--- src/rtl/keypad_scanner_if.sv ---
// Keypad scanner signal bundle: matrix strobes/returns plus the debounced key report.
// Latency: n/a (wiring only).
// Backpressure: none; key_valid is a fire-and-forget pulse with no ready.
//
// Signals:
//   ROW       keypad row returns, active-low, asynchronous to the scanner clock
//   COL       column strobes, active-low one-hot
//   key_code  debounced key index, row*4 + col
//   key_valid one-cycle pulse when key_code takes a newly accepted key
//   key_down  high while an accepted key is held
interface keypad_scanner_if;
   logic [3:0] ROW;
   logic [3:0] COL;
   logic [3:0] key_code;
   logic       key_valid;
   logic       key_down;

   // scanner side
   modport master (
      input  ROW,
      output COL, key_code, key_valid, key_down
   );

   // keypad / consumer side
   modport slave (
      output ROW,
      input  COL, key_code, key_valid, key_down
   );
endinterface

--- src/rtl/keypad_scanner.sv ---
// 4x4 matrix keypad scanner with whole-scan debounce and single-key reporting.
// Latency: press to key_valid at most (DEBOUNCE_SCANS+1)*4*SCAN_DIV + 4 clk.
// Backpressure: none; key_valid pulses once per newly accepted key.
//
// Ports:
//   clk   system clock
//   clr   asynchronous active-low reset
//   kp    keypad_scanner_if.master: ROW in, COL / key_code / key_valid / key_down out
module keypad_scanner #(
   parameter int SCAN_DIV       = 5000,
   parameter int DEBOUNCE_SCANS = 4
) (
   input  logic             clk,
   input  logic             clr,
   keypad_scanner_if.master kp
);

   localparam logic [15:0] DWELL_LAST = 16'(SCAN_DIV - 1);
   localparam logic [3:0]  STABLE_MAX = 4'(DEBOUNCE_SCANS);

   typedef enum logic [1:0] {
      RES_NONE   = 2'd0,
      RES_SINGLE = 2'd1,
      RES_MULTI  = 2'd2
   } res_kind_t;

   typedef struct packed {
      res_kind_t  kind;
      logic [3:0] code;
   } scan_res_t;

   logic [3:0]  row_s1;
   logic [3:0]  row_s2;
   logic [15:0] dwell;
   logic [1:0]  col_idx;
   logic [3:0]  col_q;
   logic [1:0]  acc_cnt;
   logic [3:0]  acc_first;
   scan_res_t   prev_res;
   logic [3:0]  stable_cnt;
   logic        eval_pend;
   logic [3:0]  code_q;
   logic        valid_q;
   logic        down_q;

   logic        sample_now;
   logic        scan_end;
   logic [2:0]  hits;
   logic [1:0]  hit_row;
   logic [1:0]  base_cnt;
   logic [3:0]  base_first;
   logic [2:0]  sum_cnt;
   logic [1:0]  new_cnt;
   logic [3:0]  new_first;
   scan_res_t   scan_res;

   function automatic logic [3:0] col_strobe(input logic [1:0] idx);
      return ~(4'b0001 << idx);
   endfunction

   // Per-sample accumulation. Column 0 starts from an empty accumulator, so
   // no separate clear cycle is needed. Columns are visited in ascending
   // order, so the first hit recorded is already the lowest column; within a
   // column the downward loop leaves the lowest pressed row.
   always_comb begin
      sample_now = (dwell == DWELL_LAST);
      scan_end   = sample_now && (col_idx == 2'd3);
      hits       = 3'd0;
      hit_row    = 2'd0;
      for (int r = 3; r >= 0; r--) begin
         if (!row_s2[r]) begin
            hits    = hits + 3'd1;
            hit_row = 2'(r);
         end
      end
      base_cnt   = (col_idx == 2'd0) ? 2'd0 : acc_cnt;
      base_first = (col_idx == 2'd0) ? 4'd0 : acc_first;
      sum_cnt    = {1'b0, base_cnt} + hits;
      new_cnt    = (sum_cnt >= 3'd2) ? 2'd2 : sum_cnt[1:0];
      new_first  = (base_cnt == 2'd0 && hits != 3'd0) ? {hit_row, col_idx} : base_first;
      scan_res      = '0;
      scan_res.kind = (new_cnt == 2'd0) ? RES_NONE :
                      (new_cnt == 2'd1) ? RES_SINGLE : RES_MULTI;
      scan_res.code = (new_cnt == 2'd1) ? new_first : 4'd0;
   end

   always_ff @(posedge clk or negedge clr) begin
      if (!clr) begin
         row_s1     <= 4'b1111;
         row_s2     <= 4'b1111;
         dwell      <= 16'd0;
         col_idx    <= 2'd0;
         col_q      <= 4'b1110;
         acc_cnt    <= 2'd0;
         acc_first  <= 4'd0;
         prev_res   <= '0;
         stable_cnt <= 4'd0;
         eval_pend  <= 1'b0;
         code_q     <= 4'd0;
         valid_q    <= 1'b0;
         down_q     <= 1'b0;
      end else begin
         row_s1    <= kp.ROW;
         row_s2    <= row_s1;
         eval_pend <= 1'b0;
         valid_q   <= 1'b0;

         // COL moves together with the column index, so the row returns get
         // the whole dwell (minus the sample cycle) to settle through the
         // synchronizer before they are sampled.
         if (sample_now) begin
            dwell     <= 16'd0;
            col_idx   <= col_idx + 2'd1;
            col_q     <= col_strobe(col_idx + 2'd1);
            acc_cnt   <= new_cnt;
            acc_first <= new_first;
            if (scan_end) begin
               if (scan_res == prev_res) begin
                  if (stable_cnt < STABLE_MAX) stable_cnt <= stable_cnt + 4'd1;
               end else begin
                  stable_cnt <= 4'd1;
                  prev_res   <= scan_res;
               end
               eval_pend <= 1'b1;
            end
         end else begin
            dwell <= dwell + 16'd1;
         end

         // Acceptance runs one cycle after the scan closes, on the updated
         // debounce state.
         if (eval_pend && stable_cnt == STABLE_MAX) begin
            unique case (prev_res.kind)
               RES_SINGLE: begin
                  if (!down_q || code_q != prev_res.code) begin
                     code_q  <= prev_res.code;
                     down_q  <= 1'b1;
                     valid_q <= 1'b1;
                  end
               end
               RES_NONE: down_q <= 1'b0;
               default:  ;
            endcase
         end
      end
   end

   assign kp.COL       = col_q;
   assign kp.key_code  = code_q;
   assign kp.key_valid = valid_q;
   assign kp.key_down  = down_q;

endmodule
--- src/flat_wrapper.sv ---
// flat-port wrapper written by rule: the top's interface ports become plain ports
module keypad_scanner_flat 
#(
   parameter int SCAN_DIV       = 5000,
   parameter int DEBOUNCE_SCANS = 4
)
  (clk, clr, kp_ROW, kp_COL, kp_key_code, kp_key_valid, kp_key_down);
  keypad_scanner_if kp_i ();
  input  logic clk;
  input  logic clr;
  input wire logic [$bits(kp_i.ROW)-1:0] kp_ROW;
  output wire logic [$bits(kp_i.COL)-1:0] kp_COL;
  output wire logic [$bits(kp_i.key_code)-1:0] kp_key_code;
  output wire logic [$bits(kp_i.key_valid)-1:0] kp_key_valid;
  output wire logic [$bits(kp_i.key_down)-1:0] kp_key_down;
  assign kp_i.ROW = kp_ROW;
  assign kp_COL = kp_i.COL;
  assign kp_key_code = kp_i.key_code;
  assign kp_key_valid = kp_i.key_valid;
  assign kp_key_down = kp_i.key_down;
  keypad_scanner #(.SCAN_DIV(SCAN_DIV), .DEBOUNCE_SCANS(DEBOUNCE_SCANS)) u_core (.clk(clk), .clr(clr), .kp(kp_i));
endmodule
--- config.mk ---
export PLATFORM = sky130hd
export DESIGN_NAME = keypad_scanner_flat
export DESIGN_NICKNAME = d
export VERILOG_FILES = /design/src/rtl/keypad_scanner_if.sv /design/src/rtl/keypad_scanner.sv /design/src/flat_wrapper.sv
export SDC_FILE = /design/constraint.sdc
export NUM_CORES = 1
export LEC_CHECK = 0
export CORE_MARGIN = 4
export CORE_UTILIZATION = 50
export CTS_CLUSTER_DIAMETER = 50
export CTS_CLUSTER_SIZE = 14
export DETAILED_ROUTE_END_ITERATION = 8
export DONT_BUFFER_PORTS = 1
export PLACE_DENSITY = 0.68
export SYNTH_ARGS = -nofsm -noshare
export SYNTH_HDL_FRONTEND = slang
export SYNTH_SLANG_ARGS = --single-unit
--- constraint.sdc ---
create_clock -name clk -period 4.7 [get_ports clk]
set_clock_uncertainty 0.2 [all_clocks]
set_input_delay 0.705 -clock clk [delete_from_list [all_inputs] [get_ports clk]]
set_output_delay 0.705 -clock clk [all_outputs]
set_load 0.02 [all_outputs]
==> flow_summary.html <==
<table>
<tr><th>Metric</th><th>Value</th></tr>
<tr><th colspan="2">Worst setup path</th></tr>
<tr><td>Top delay family on crit path</td><td>adder cells</td></tr>
<tr><td>Largest stage delay on the critical path</td><td>580 ps</td></tr>
<tr><td>Worst Path Required</td><td>4710 ps</td></tr>
<tr><td>Nature of the critical path startpoint</td><td>flop</td></tr>
<tr><td>Crit end category</td><td>flop</td></tr>
<tr><td>Worst Path Class, Setup</td><td>reg2reg</td></tr>
<tr><td>Critical path cell sequence</td><td>inv_1 &gt; ha_1 &gt; xnor2_2 &gt; ha_1 &gt; and2b_1 &gt; a31oi_4 &gt; inv_1 &gt; fa_1 &gt; xnor3_1 &gt; and3_2 &gt; and2_1 &gt; a2111oi_4 &gt; a21oi_4 &gt; mux2_4</td></tr>
<tr><td>Count of buffering cells on the critical path with inverters included</td><td>2</td></tr>
<tr><td>Data arrival time of the critical path</td><td>4490 ps</td></tr>
<tr><td>Worst-path maximum fanout</td><td>6</td></tr>
<tr><td>Slack of the worst reg-to-reg path</td><td>~210 ps</td></tr>
<tr><td>Cell with the largest stage delay on the worst path</td><td>dfstp_2</td></tr>
<tr><th colspan="2">Min path</th></tr>
<tr><td>Kind of path behind the tightest hold check</td><td>in2async</td></tr>
<tr><th colspan="2">Floorplan</th></tr>
<tr><td>Die Area</td><td>6710 sq um</td></tr>
<tr><td>Core area</td><td>between 5000 and 6000 sq um</td></tr>
<tr><td>Die height</td><td>81.9 microns</td></tr>
<tr><td>I/O pins</td><td>16</td></tr>
<tr><td>Width of the chip</td><td>approximately 82 microns</td></tr>
<tr><td>Site row count</td><td>26</td></tr>
<tr><td>Starting Density</td><td>0.525</td></tr>
<tr><th colspan="2">Placed design</th></tr>
<tr><td>HPWL after detailed placement</td><td>3.33 mm</td></tr>
<tr><td>Number of placed instances, taps included</td><td>roughly 320</td></tr>
<tr><td>RePlAce Congestion</td><td>0.820</td></tr>
<tr><td>DP Area</td><td>2800 sq um</td></tr>
<tr><td>Setup WS pre-CTS</td><td>93.9 ps</td></tr>
<tr><td>Quantity of I/O buffers inserted on ports</td><td>0</td></tr>
<tr><th colspan="2">Synth</th></tr>
<tr><td>Top cell types by occurrence after synthesis</td><td>dfrtp_1, nand2_1, nor2_1</td></tr>
<tr><td>Synth area leaders</td><td>dfrtp_1, dfstp_2, ha_1, nand2_1, xnor2_1</td></tr>
<tr><td>Number of flip-flops and latches in the synthesized netlist</td><td>53</td></tr>
<tr><td>Top-area cell type share of the netlist area</td><td>0.385</td></tr>
<tr><td>Register area share after synthesis</td><td>0.490</td></tr>
<tr><td>Yosys Warn Count</td><td>0</td></tr>
<tr><td>Per-instance average area after synthesis</td><td>11.0 sq um</td></tr>
<tr><td>Share of synthesized flip-flops with an asynchronous set or reset</td><td>1.00</td></tr>
<tr><td>Dominant register cell in the synthesized netlist</td><td>dfrtp_1</td></tr>
<tr><td>Number of instances in the synthesized netlist</td><td>249</td></tr>
<tr><td>Number of enable-type register cells in the synthesized netlist</td><td>0</td></tr>
<tr><td>Post-synth top area cell</td><td>dfrtp_1</td></tr>
<tr><td>Netlist cell types</td><td>50</td></tr>
<tr><td>Cell area after synthesis</td><td>2730 sq um</td></tr>
<tr><td>Most common cell in the netlist</td><td>dfrtp_1</td></tr>
<tr><td>Synthesized netlist net count</td><td>270</td></tr>
<tr><th colspan="2">Global route</th></tr>
<tr><td>Largest net degree at the start of global routing</td><td>43</td></tr>
<tr><td>Total routing usage reported by global routing</td><td>0.159</td></tr>
<tr><td>Number of global-route vias before repair</td><td>1732</td></tr>
<tr><td>Met3 global-route usage</td><td>0.0351</td></tr>
<tr><td>Initial antenna violation count</td><td>0</td></tr>
<tr><td>Wire length of the first global-routing pass</td><td>8.10 mm</td></tr>
<tr><td>Met1 track utilization from global routing</td><td>0.214</td></tr>
<tr><td>Aggregate global routing overflow</td><td>0</td></tr>
<tr><td>Most used routing layer</td><td>met2</td></tr>
<tr><td>Grt met2 use</td><td>0.253</td></tr>
<tr><th colspan="2">Status</th></tr>
<tr><td>Run status</td><td>complete, no violations</td></tr>
<tr><th colspan="2">Route</th></tr>
<tr><td>Drc violations</td><td>0</td></tr>
<tr><td>Post-route ant nets</td><td>0</td></tr>
<tr><td>Initial DRC count</td><td>just under 90</td></tr>
<tr><td>Routed vias</td><td>1761</td></tr>
<tr><td>Wire length reported by the detailed router</td><td>4.82 mm</td></tr>
<tr><td>Wirelength per Cell</td><td>14.7 microns</td></tr>
<tr><td>Vias per std cell</td><td>roughly 5.4</td></tr>
<tr><td>Number of search-and-repair iterations in the first detailed-routing pass</td><td>4</td></tr>
<tr><th colspan="2">STA</th></tr>
<tr><td>Highest clock frequency the design can meet</td><td>between 200 and 250 MHz</td></tr>
<tr><td>Final critical-path required period</td><td>approximately 4500 ps</td></tr>
<tr><td># setup viols final</td><td>0</td></tr>
<tr><td>Final-report max-slew violation count</td><td>0</td></tr>
<tr><td>Relative slew slack</td><td>0.640</td></tr>
<tr><td>Count of endpoints failing hold in the final timing report</td><td>0</td></tr>
<tr><td>Minimum hold slack</td><td>approximately 18 ps</td></tr>
<tr><td>Worst Max-Slew Pin Slew</td><td>537 ps</td></tr>
<tr><td>Fraction of the cycle the final worst path needs</td><td>0.955</td></tr>
<tr><td>Post-route worst setup slack</td><td>approximately 210 ps</td></tr>
<tr><th colspan="2">CTS</th></tr>
<tr><td>Clock Latency Late Sink</td><td>310 ps</td></tr>
<tr><td>CTS Buf Count</td><td>5</td></tr>
<tr><td>H-tree depth reported by CTS</td><td>2</td></tr>
<tr><td>Clock Pin Slew Worst Setup and Hold Paths</td><td>100 ps</td></tr>
<tr><td>Clk root buf</td><td>clkbuf_8</td></tr>
<tr><td>Clock tree from TritonCTS</td><td>built</td></tr>
<tr><td>Buffers from clock root to sink, at most</td><td>2</td></tr>
<tr><td>Sink Count</td><td>53</td></tr>
<tr><th colspan="2">Layout</th></tr>
<tr><td>Antenna diodes</td><td>0</td></tr>
<tr><td>Footprint of the multi-input gates</td><td>1340 sq um</td></tr>
<tr><td>Design area</td><td>about 3000 sq um</td></tr>
<tr><td>Register area</td><td>1340 sq um</td></tr>
<tr><td>Non-Filler Instances</td><td>327</td></tr>
<tr><td>Layout cell share with drive strength beyond 1</td><td>0.167</td></tr>
<tr><td>Area overhead of the layout relative to synthesis</td><td>9.62%</td></tr>
<tr><td>Fin nets</td><td>277</td></tr>
<tr><td>FILL cells</td><td>446</td></tr>
<tr><td>Final Core Density</td><td>0.575</td></tr>
<tr><th colspan="2">Pwr</th></tr>
<tr><td>Maximum ir drop on the vdd rail</td><td>162 uV</td></tr>
<tr><td>PwrDens</td><td>290 nW/um^2</td></tr>
<tr><td>Pleak</td><td>1.41 nW</td></tr>
<tr><th colspan="2">Flow run</th></tr>
<tr><td>Count of max-cap constraint violations</td><td>0</td></tr>
</table>
## layout by cell type, fill, tap and decap left out, types with 5 or more instances in the layout
cell type / Yosys / final
dfrtp_1: 42 / 42
nand2_1: 29 / 29
nor2_1: 17 / 17
inv_1: 16 / 16
ha_1: 14 / 14
xor2_1: 11 / 11
dfstp_2: 11 / 11
xnor2_1: 11 / 10
nand3_1: 9 / 9
nand4_1: 8 / 8
nor2b_1: 6 / 6
nor3_1: 6 / 6
and3_1: 6 / 5
mux2_2: 5 / 5
clkbuf_8: 0 / 5
## kinds of logic (layout without fill, tap and decap cells)
| kind of cell | after synthesis | after routing | share of synthesized area |
|---|---|---|---|
| flip-flops | 53 | 53 | 0.490 |
| buffers and inverters | 21 | 29 | 0.0320 |
| AO/OA/AOI/OAI | 27 | 27 | 0.0902 |
| XOR/XNOR | 23 | 23 | 0.0788 |
| AND/OR/NAND/NOR | 98 | 98 | 0.184 |
| multiplexers | 12 | 12 | 0.0536 |
| adder cells (fa/ha/maj) | 15 | 15 | 0.0714 |
## metal layers
metal / part of all wire / wire (microns)
met3: 0.036 / 172
met1: 0.47 / 2290
met4: 0.017 / 81
met2: 0.47 / 2280
met5: 0 / 0
## power by group
group          total (W)  internal [W]  switching, W
Combinational  0.0000793     0.0000323     0.0000470
Clock           0.000322      0.000163      0.000159
Sequential      0.000466      0.000462    0.00000403
## cell type report
| cell class | instances | share of cell area |
|---|---|---|
| Multi-Input combinational cell | 175 | 0.446 |
| Tap cell | 70 | 0.0292 |
| Timing Repair Buffer | 5 | 0.0184 |
| Clock inverter | 3 | 0.0159 |
| Sequential cell | 53 | 0.447 |
| Inverter | 16 | 0.0201 |
| Clock buffer | 5 | 0.0230 |
## metrics by stage
stage	TNS (ps)	power (W)
global route	-26.9	0.000909
floorplan	0	0.000525
finish	0	0.000868
global placement	0	0.000533
detailed placement	0	0.000535
CTS	0	0.000868
## path summary, 6_finish.rpt
kind,startpoint,to,depth (start not counted)
min in group clk,u_core.row_s1[0],u_core.row_s2[0],0
max in group asynchronous,clr,u_core.kp.COL[3],1
setup reg to reg,u_core.row_s2[2],u_core.prev_res[0],14
hold / removal,clr,u_core.acc_cnt[0],1
hold reg to reg,u_core.row_s1[0],u_core.row_s2[0],0
setup / recovery,u_core.row_s2[2],u_core.prev_res[0],14
## sequential cells by signal, indices dropped and copies added (netlist names)
| signal | count |
|---|---|
| u_core.acc_cnt | 2 |
| u_core.stable_cnt | 4 |
| u_core.eval_pend | 1 |
| u_core.row_s2 | 4 |
| u_core.kp.key_down | 1 |
| u_core.kp.COL | 4 |
| u_core.row_s1 | 4 |
| u_core.prev_res | 6 |
| u_core.col_idx | 2 |
| u_core.kp.key_code | 4 |
| u_core.dwell | 16 |
| u_core.kp.key_valid | 1 |
| u_core.acc_first | 4 |
## what timing repair did
item / CTS / global route
endpoints found under the hold margin: 42 / 8
resized for setup: 0 / 5
hold buffers: 1 / 2
setup buffers: 0 / 1
endpoints found under the setup margin: 0 / 7
## worst register-to-register path, cell delays in order, from the launching register on
cell	delay [ps]
dfstp_2	580
inv_1	50
ha_1	370
xnor2_2	180
ha_1	290
and2b_1	180
a31oi_4	210
inv_1	90
fa_1	390
xnor3_1	440
and3_2	300
and2_1	190
a2111oi_4	450
a21oi_4	150
mux2_4	320
(Power assumes the default switching activity.)
